`config.mk`:
```
export PLATFORM = sky130hd
export DESIGN_NAME = branch_resolve
export DESIGN_NICKNAME = d
export VERILOG_FILES = /design/src/rtl/branch_resolve_pkg.sv /design/src/rtl/branch_resolve_cond.sv /design/src/rtl/branch_resolve.sv
export SDC_FILE = /design/constraint.sdc
export NUM_CORES = 1
export LEC_CHECK = 0
export BUFFER_PORTS_ARGS = -buffer_cell sky130_fd_sc_hd__buf_4
export CAP_MARGIN = 10
export CORE_AREA = 2 2 111 166
export CTS_CLUSTER_DIAMETER = 30
export CTS_CLUSTER_SIZE = 24
export DETAILED_ROUTE_END_ITERATION = 7
export DIE_AREA = 0 0 113 168
export GPL_TIMING_DRIVEN = 0
export MAX_ROUTING_LAYER = met4
export PLACE_DENSITY = 0.76
export SYNTH_ARGS = -nofsm -noshare
export SYNTH_HDL_FRONTEND = slang
export SYNTH_HIERARCHICAL = 1
export SYNTH_SLANG_ARGS = --single-unit
```
`constraint.sdc`:
```
create_clock -name clk -period 1.75 [get_ports clk]
set_input_delay 0 -clock clk [delete_from_list [all_inputs] [get_ports clk]]
set_output_delay 0 -clock clk [all_outputs]
set_load 0.01 [all_outputs]
```
`src/rtl/branch_resolve_pkg.sv`:
```
`default_nettype none
// ============================================================================
// Module      : branch_resolve_pkg
// Description : Shared types and constants for the decode-stage branch
//               resolution unit (FSM states, link register, PC offsets).
// Revision    : 1.0 - initial release
// ============================================================================
package branch_resolve_pkg;

   // Resolution FSM states
   typedef enum logic [1:0] {
      ST_IDLE      = 2'd0,
      ST_WAIT_SLOT = 2'd1,
      ST_REDIRECT  = 2'd2
   } br_state_t;

   // Architectural link register used by JAL/BLTZAL/BGEZAL
   localparam logic [4:0] LINK_REG = 5'd31;

   // Offset from a CTI to its delay slot (branch base) and past it (link value)
   localparam int unsigned SLOT_PC_OFFSET = 4;
   localparam int unsigned LINK_PC_OFFSET = 8;

endpackage : branch_resolve_pkg
`default_nettype wire

```
`src/rtl/branch_resolve_cond.sv`:
```
`default_nettype none
// ============================================================================
// Module      : branch_resolve_cond
// Description : Combinational branch condition (signed compare) and
//               control-transfer target selection.
// Revision    : 1.0 - initial release
// ============================================================================
module branch_resolve_cond
   import branch_resolve_pkg::*;
#(
   parameter int XLEN = 32
) (
   input  logic [XLEN-1:0] i_pc,
   input  logic [25:0]     i_index,
   input  logic            i_jump,
   input  logic            i_branch,
   input  logic            i_lt,
   input  logic            i_gt,
   input  logic            i_eq,
   input  logic            i_src,
   input  logic [XLEN-1:0] i_rs_val,
   input  logic [XLEN-1:0] i_rt_val,
   output logic            o_taken,
   output logic [XLEN-1:0] o_target
);

   logic [XLEN-1:0] w_b;
   logic [XLEN-1:0] w_pc4;
   logic [XLEN-1:0] w_br_off;
   logic            w_cond;

   // Second compare operand is rt for two-register branches, zero otherwise
   assign w_b      = i_src ? i_rt_val : '0;
   assign w_pc4    = i_pc + XLEN'(SLOT_PC_OFFSET);
   assign w_br_off = {{(XLEN-18){i_index[15]}}, i_index[15:0], 2'b00};

   // Signed relational evaluation; any enabled relation that holds takes it
   always_comb begin
      w_cond = (i_lt & ($signed(i_rs_val) <  $signed(w_b))) |
               (i_gt & ($signed(i_rs_val) >  $signed(w_b))) |
               (i_eq & (i_rs_val == w_b));
      o_taken = i_jump | (i_branch & w_cond);
   end

   // Target selection: register jump, region jump, or PC-relative branch
   always_comb begin
      o_target = w_pc4 + w_br_off;
      if (i_jump) begin
         if (i_src) begin
            o_target = i_rs_val;
         end else begin
            o_target = {w_pc4[XLEN-1:28], i_index, 2'b00};
         end
      end
   end

endmodule : branch_resolve_cond
`default_nettype wire

```
`src/rtl/branch_resolve.sv`:
```
`default_nettype none
// ============================================================================
// Module      : branch_resolve
// Description : Decode-stage branch resolution with single delay slot,
//               held redirect handshake to fetch, link write and taken count.
// Revision    : 1.0 - initial release
// ============================================================================
module branch_resolve
   import branch_resolve_pkg::*;
#(
   parameter int XLEN  = 32,
   parameter int CNT_W = 32
) (
   input  logic             clk,
   input  logic             reset_n,
   input  logic             in_valid,
   output logic             in_ready,
   input  logic [XLEN-1:0]  pc,
   input  logic [31:0]      instr,
   input  logic             jump,
   input  logic             branch,
   input  logic             lt,
   input  logic             gt,
   input  logic             eq,
   input  logic             src,
   input  logic             link,
   input  logic [XLEN-1:0]  rs_val,
   input  logic [XLEN-1:0]  rt_val,
   output logic             redirect_valid,
   input  logic             redirect_ready,
   output logic [XLEN-1:0]  redirect_pc,
   output logic             link_we,
   output logic [4:0]       link_addr,
   output logic [XLEN-1:0]  link_data,
   output logic             err_slot_cti,
   output logic [CNT_W-1:0] taken_cnt
);

   br_state_t        r_state;
   br_state_t        w_state_nxt;
   logic [XLEN-1:0]  r_target;
   logic [CNT_W-1:0] r_cnt;
   logic             r_link_we;
   logic [4:0]       r_link_addr;
   logic [XLEN-1:0]  r_link_data;
   logic             r_err;

   logic             w_accept;
   logic             w_cti;
   logic             w_taken;
   logic [XLEN-1:0]  w_target;
   logic             w_take;
   logic             w_link_fire;
   logic             w_slot_err;
   logic             w_unused;

   // Opcode field is fully decoded upstream
   assign w_unused = ^instr[31:26];

   assign w_cti    = jump | branch;
   assign in_ready = (r_state != ST_REDIRECT);
   assign w_accept = in_valid & in_ready;

   branch_resolve_cond #(
      .XLEN (XLEN)
   ) u_cond (
      .i_pc     (pc),
      .i_index  (instr[25:0]),
      .i_jump   (jump),
      .i_branch (branch),
      .i_lt     (lt),
      .i_gt     (gt),
      .i_eq     (eq),
      .i_src    (src),
      .i_rs_val (rs_val),
      .i_rt_val (rt_val),
      .o_taken  (w_taken),
      .o_target (w_target)
   );

   // Next-state and per-acceptance strobes; a CTI in the delay slot is inert
   always_comb begin
      w_state_nxt = r_state;
      w_take      = 1'b0;
      w_link_fire = 1'b0;
      w_slot_err  = 1'b0;
      case (r_state)
         ST_IDLE: begin
            if (w_accept) begin
               w_link_fire = link;
               if (w_taken) begin
                  w_take      = 1'b1;
                  w_state_nxt = ST_WAIT_SLOT;
               end
            end
         end
         ST_WAIT_SLOT: begin
            if (w_accept) begin
               w_state_nxt = ST_REDIRECT;
               if (w_cti) begin
                  w_slot_err = 1'b1;
               end else begin
                  w_link_fire = link;
               end
            end
         end
         ST_REDIRECT: begin
            if (redirect_ready) begin
               w_state_nxt = ST_IDLE;
            end
         end
         default: begin
            w_state_nxt = ST_IDLE;
         end
      endcase
   end

   // State, target latch and taken counter
   always_ff @(posedge clk or negedge reset_n) begin
      if (!reset_n) begin
         r_state  <= ST_IDLE;
         r_target <= '0;
         r_cnt    <= '0;
      end else begin
         r_state <= w_state_nxt;
         if (w_take) begin
            r_target <= w_target;
            r_cnt    <= r_cnt + 1'b1;
         end
      end
   end

   // Link write stage and slot-error pulse, one cycle after acceptance
   always_ff @(posedge clk or negedge reset_n) begin
      if (!reset_n) begin
         r_link_we   <= 1'b0;
         r_link_addr <= '0;
         r_link_data <= '0;
         r_err       <= 1'b0;
      end else begin
         r_link_we <= w_link_fire;
         r_err     <= w_slot_err;
         if (w_link_fire) begin
            r_link_addr <= (jump & src) ? instr[15:11] : LINK_REG;
            r_link_data <= pc + XLEN'(LINK_PC_OFFSET);
         end
      end
   end

   // Redirect is state-decoded so an asynchronous reset drops it at once
   assign redirect_valid = (r_state == ST_REDIRECT);
   assign redirect_pc    = r_target;
   assign link_we        = r_link_we;
   assign link_addr      = r_link_addr;
   assign link_data      = r_link_data;
   assign err_slot_cti   = r_err;
   assign taken_cnt      = r_cnt;

endmodule : branch_resolve
`default_nettype wire

```
==> flow_metrics.env <==
export IMPL_slew_viol_final=0
export IMPL_synth_fp_nets=1144
export IMPL_swShare_pct=35.2
export IMPL_grt_max_degree=61
export IMPL_finalPower_uw=10900
export IMPL_grt_usage_pct=31.1
export IMPL_setup_tns_ps=-71040
export IMPL_port_buffers=237
export IMPL_drt_pass1_iterations=7
export IMPL_drive_gt1_share_pct=38.8
export IMPL_power_density_nw_per_um2=860
export IMPL_antenna_left=0
export IMPL_grt_pass1_vias=8749
export IMPL_dp_slack_ps=-2170
export IMPL_required_ps=2000
export IMPL_avgSynthCellArea_sq_um=8.82
export IMPL_cap_violations=0
export IMPL_netlist_area_sq_um=8290
export IMPL_finalHoldViolCount=0
export IMPL_final_common_cell="buf_4"
export IMPL_peakVddDrop_mv=0.569
export IMPL_chipHeight_um=168
export IMPL_cp_cell_sequence="buf_8, nand4_1, nor4_4, nor2b_4, nand4_1, xnor2_1, ha_1, a21o_1, a21o_1, a21o_1, a21o_1, or3_4, a21oi_4, xor2_2, o21ai_1, mux2_4"
export IMPL_fin_crit_ps=2970
export IMPL_hp_class="input pin to flip-flop"
export IMPL_critPathMostFrequentCell="a21o_1"
export IMPL_clock_path_buffers=2
export IMPL_yosys_warnings=6
export IMPL_mostFrequentLayoutCells="275 x buf_4, 111 x nand2_1, 105 x dfrtp_1, 55 x xnor2_1, 46 x ha_1"
export IMPL_fmax_mhz=337
export IMPL_p_int_uw=7100
export IMPL_finalSetupViolCount=65
export IMPL_fin_nets=1483
export IMPL_die_area_sq_um=19000
export IMPL_place_hpwl_um=21700
export IMPL_cp_slowest_cell="or3_4"
export IMPL_place_congestion=0.970
export IMPL_async_flop_share_pct=100
export IMPL_grt_overflow=0
export IMPL_vias=8879
export IMPL_worst_slack_ps=-1220
export IMPL_grt_pass1_wl_um=45300
export IMPL_htree_levels=3
export IMPL_fillCellCount=1284
export IMPL_crit_path_max_incr_delay_ps=380
export IMPL_fin_crit_sh_pct=170
export IMPL_rsz0062_at_grt="yes"
export IMPL_syn_to_final_growth_pct=53.6
export IMPL_tightestPinTransition_ps=767
export IMPL_slew_headroom_pct=48.9
export IMPL_crit_type="input pin to flip-flop"
export IMPL_clockPowerShare_pct=20.9
export IMPL_leakage_uw=0.00602
export IMPL_cp_max_fo=5
export IMPL_p_seq_share_pct=34.3
export IMPL_cts_made_buffers=9
export IMPL_netlist_instances=940
export IMPL_start_util_pct=46.8
export IMPL_coreArea_sq_um=17700
export IMPL_finClkSkew_ps=7.40
export IMPL_rows=60
export IMPL_clk_latency_ps=370
export IMPL_wire_per_inst_um=20.4
export IMPL_die_w_um=113
export IMPL_n_antenna_cell=0
export IMPL_multi_input_area_sq_um=6290
export IMPL_synth_seq_cells=105
export IMPL_p_sw_uw=3850
export IMPL_tritoncts="done"
export IMPL_boundaryPins=244
export IMPL_outcome="finished, violations left"
export IMPL_root_buffer="clkbuf_16"
export IMPL_drt_iter0_markers=788
export IMPL_worst_setup_path_start_kind="input pin"
export IMPL_routed_wl_um=30600
export IMPL_synth_flop_cell="dfrtp_1"
export IMPL_end_kind="flip-flop"
export IMPL_clock_sinks=105
export IMPL_arrival_ps=3230
export IMPL_p_comb_share_pct=44.8
export IMPL_path_clk_slew_ps=70
export IMPL_holdWs_ps=13.4
export IMPL_synth_seq_area_share_pct=31.7
export IMPL_failed_checks="design-rule violations, negative setup slack"
export IMPL_ys_types=66
export IMPL_avgViaCountPerCell=5.92
export IMPL_seqCellArea_sq_um=2630
export IMPL_synth_edf_count=0
export IMPL_drc=18
export IMPL_antenna_found_initial=0
-- sequential cells by signal, indices dropped and copies added (netlist names) --
register      cells
link_we           1
redirect_pc      32
link_addr         5
err_slot_cti      1
r_state           2
taken_cnt        32
link_data        32
-- area by class of cell --
cell class	count	share of cell area, %
multi-input combinational	780	49.4
clock buffer	11	1.99
inverter	20	0.590
clock inverter	3	0.511
buffer	32	2.65
timing repair buffer	331	22.1
sequential	105	20.6
tap	217	2.13
-- cells in the mapped netlist (2+ instances only) --
cell,number,area (sq um)
nand2_1,129,484
dfrtp_1,105,2630
ha_1,64,801
xnor2_1,59,517
nor2_1,49,184
nand3_1,47,235
mux2_2,43,484
xor2_1,38,333
o21ai_0,36,180
a21oi_1,35,175
nand4_1,27,169
a21o_1,25,188
clkbuf_1,25,93.8
and3_1,22,138
o21ai_1,21,105
and4_1,19,166
inv_1,19,71.3
nor3_1,17,85.1
a31oi_1,14,87.6
mux2i_1,13,130
o211ai_1,12,90.1
nand2b_1,11,68.8
or4_1,11,82.6
o21a_1,10,75.1
o31ai_1,9,67.6
nor4_1,7,43.8
or3_1,6,37.5
a211oi_1,5,37.5
and2_1,5,31.3
buf_2,5,25.0
nor2b_1,5,31.3
buf_1,4,15.0
nor3b_1,4,30.0
a211o_1,3,26.3
o31ai_2,3,37.5
a21o_2,2,17.5
a311oi_2,2,30.0
-- power groups by stage --
| stage | registers (uW) | logic, uW | clock network (uW) |
|---|---|---|---|
| after CTS | 3710 | 4610 | 2290 |
| final | 3750 | 4910 | 2290 |
| after global placement | 3720 | 4170 | 0 |
| after global routing | 3830 | 5240 | 2400 |
| after detailed placement | 3740 | 4250 | 0 |
| after floorplan | 3990 | 1790 | 0 |
-- metal layers --
metal  vias to the layer above  share of wire [%]  track usage, %
met5                         -                  0               -
met4                         0                4.8            14.0
met3                        87                5.4            3.74
met2                       410                 53            55.7
met1                      4278                 36            34.2
li1                       4104                  -               -
-- final timing paths --
kind / slack (ps) / to / cells after the start / from
setup / recovery: -1220 / redirect_pc[27] / 16 / pc[11]
setup reg to reg: -370 / taken_cnt[25] / 5 / taken_cnt[11]
hold reg to reg: 480 / taken_cnt[31] / 1 / taken_cnt[31]
hold / removal: 10 / link_data[7] / 3 / pc[7]
min in group asynchronous: 200 / redirect_pc[0] / 2 / reset_n
max in group asynchronous: 810 / link_data[26] / 3 / reset_n
-- timing repair --
item                                   4_1_cts  5_1_grt
setup endpoints to repair                   96       83
setup buffers                               29       27
gates resized for setup                    112       74
pin swaps                                   60       54
endpoints found under the hold margin       75        1
hold buffers                                30        1
cloned                                       3        4
-- cells by family (layout without fill, tap and decap cells) --
family | count (synthesis) | in the layout | share of synthesized area [%]
adders and majority gates | 65 | 65 | 9.90
buffers and inverters | 55 | 397 | 2.61
xor gates and xnor gates | 97 | 97 | 10.2
DFF | 105 | 105 | 31.7
muxes | 56 | 56 | 7.41
and+or+nand+nor | 370 | 370 | 22.9
AOI/OAI and AO/OA | 192 | 192 | 15.2
-- per-stage QoR --
stage,area (sq um),cells,util [%]
2_1_floorplan,8630,940,-
3_3_place_gp,10700,1394,60.3
3_5_place_dp,10700,1395,60.5
4_1_cts,12100,1469,68.4
5_1_grt,12700,1499,71.9
6_report,12700,1499,71.9
-- worst max-delay path: cells and delay by family --
kind                       cells  cell delay, ps
and+or+nand+nor                5            1220
AOI/OAI and AO/OA              6             980
xor gates and xnor gates       2             380
adders and majority gates      1             280
muxes                          1             270
buffers and inverters          1              80
Note: power is estimated with default switching activity, not from simulation.
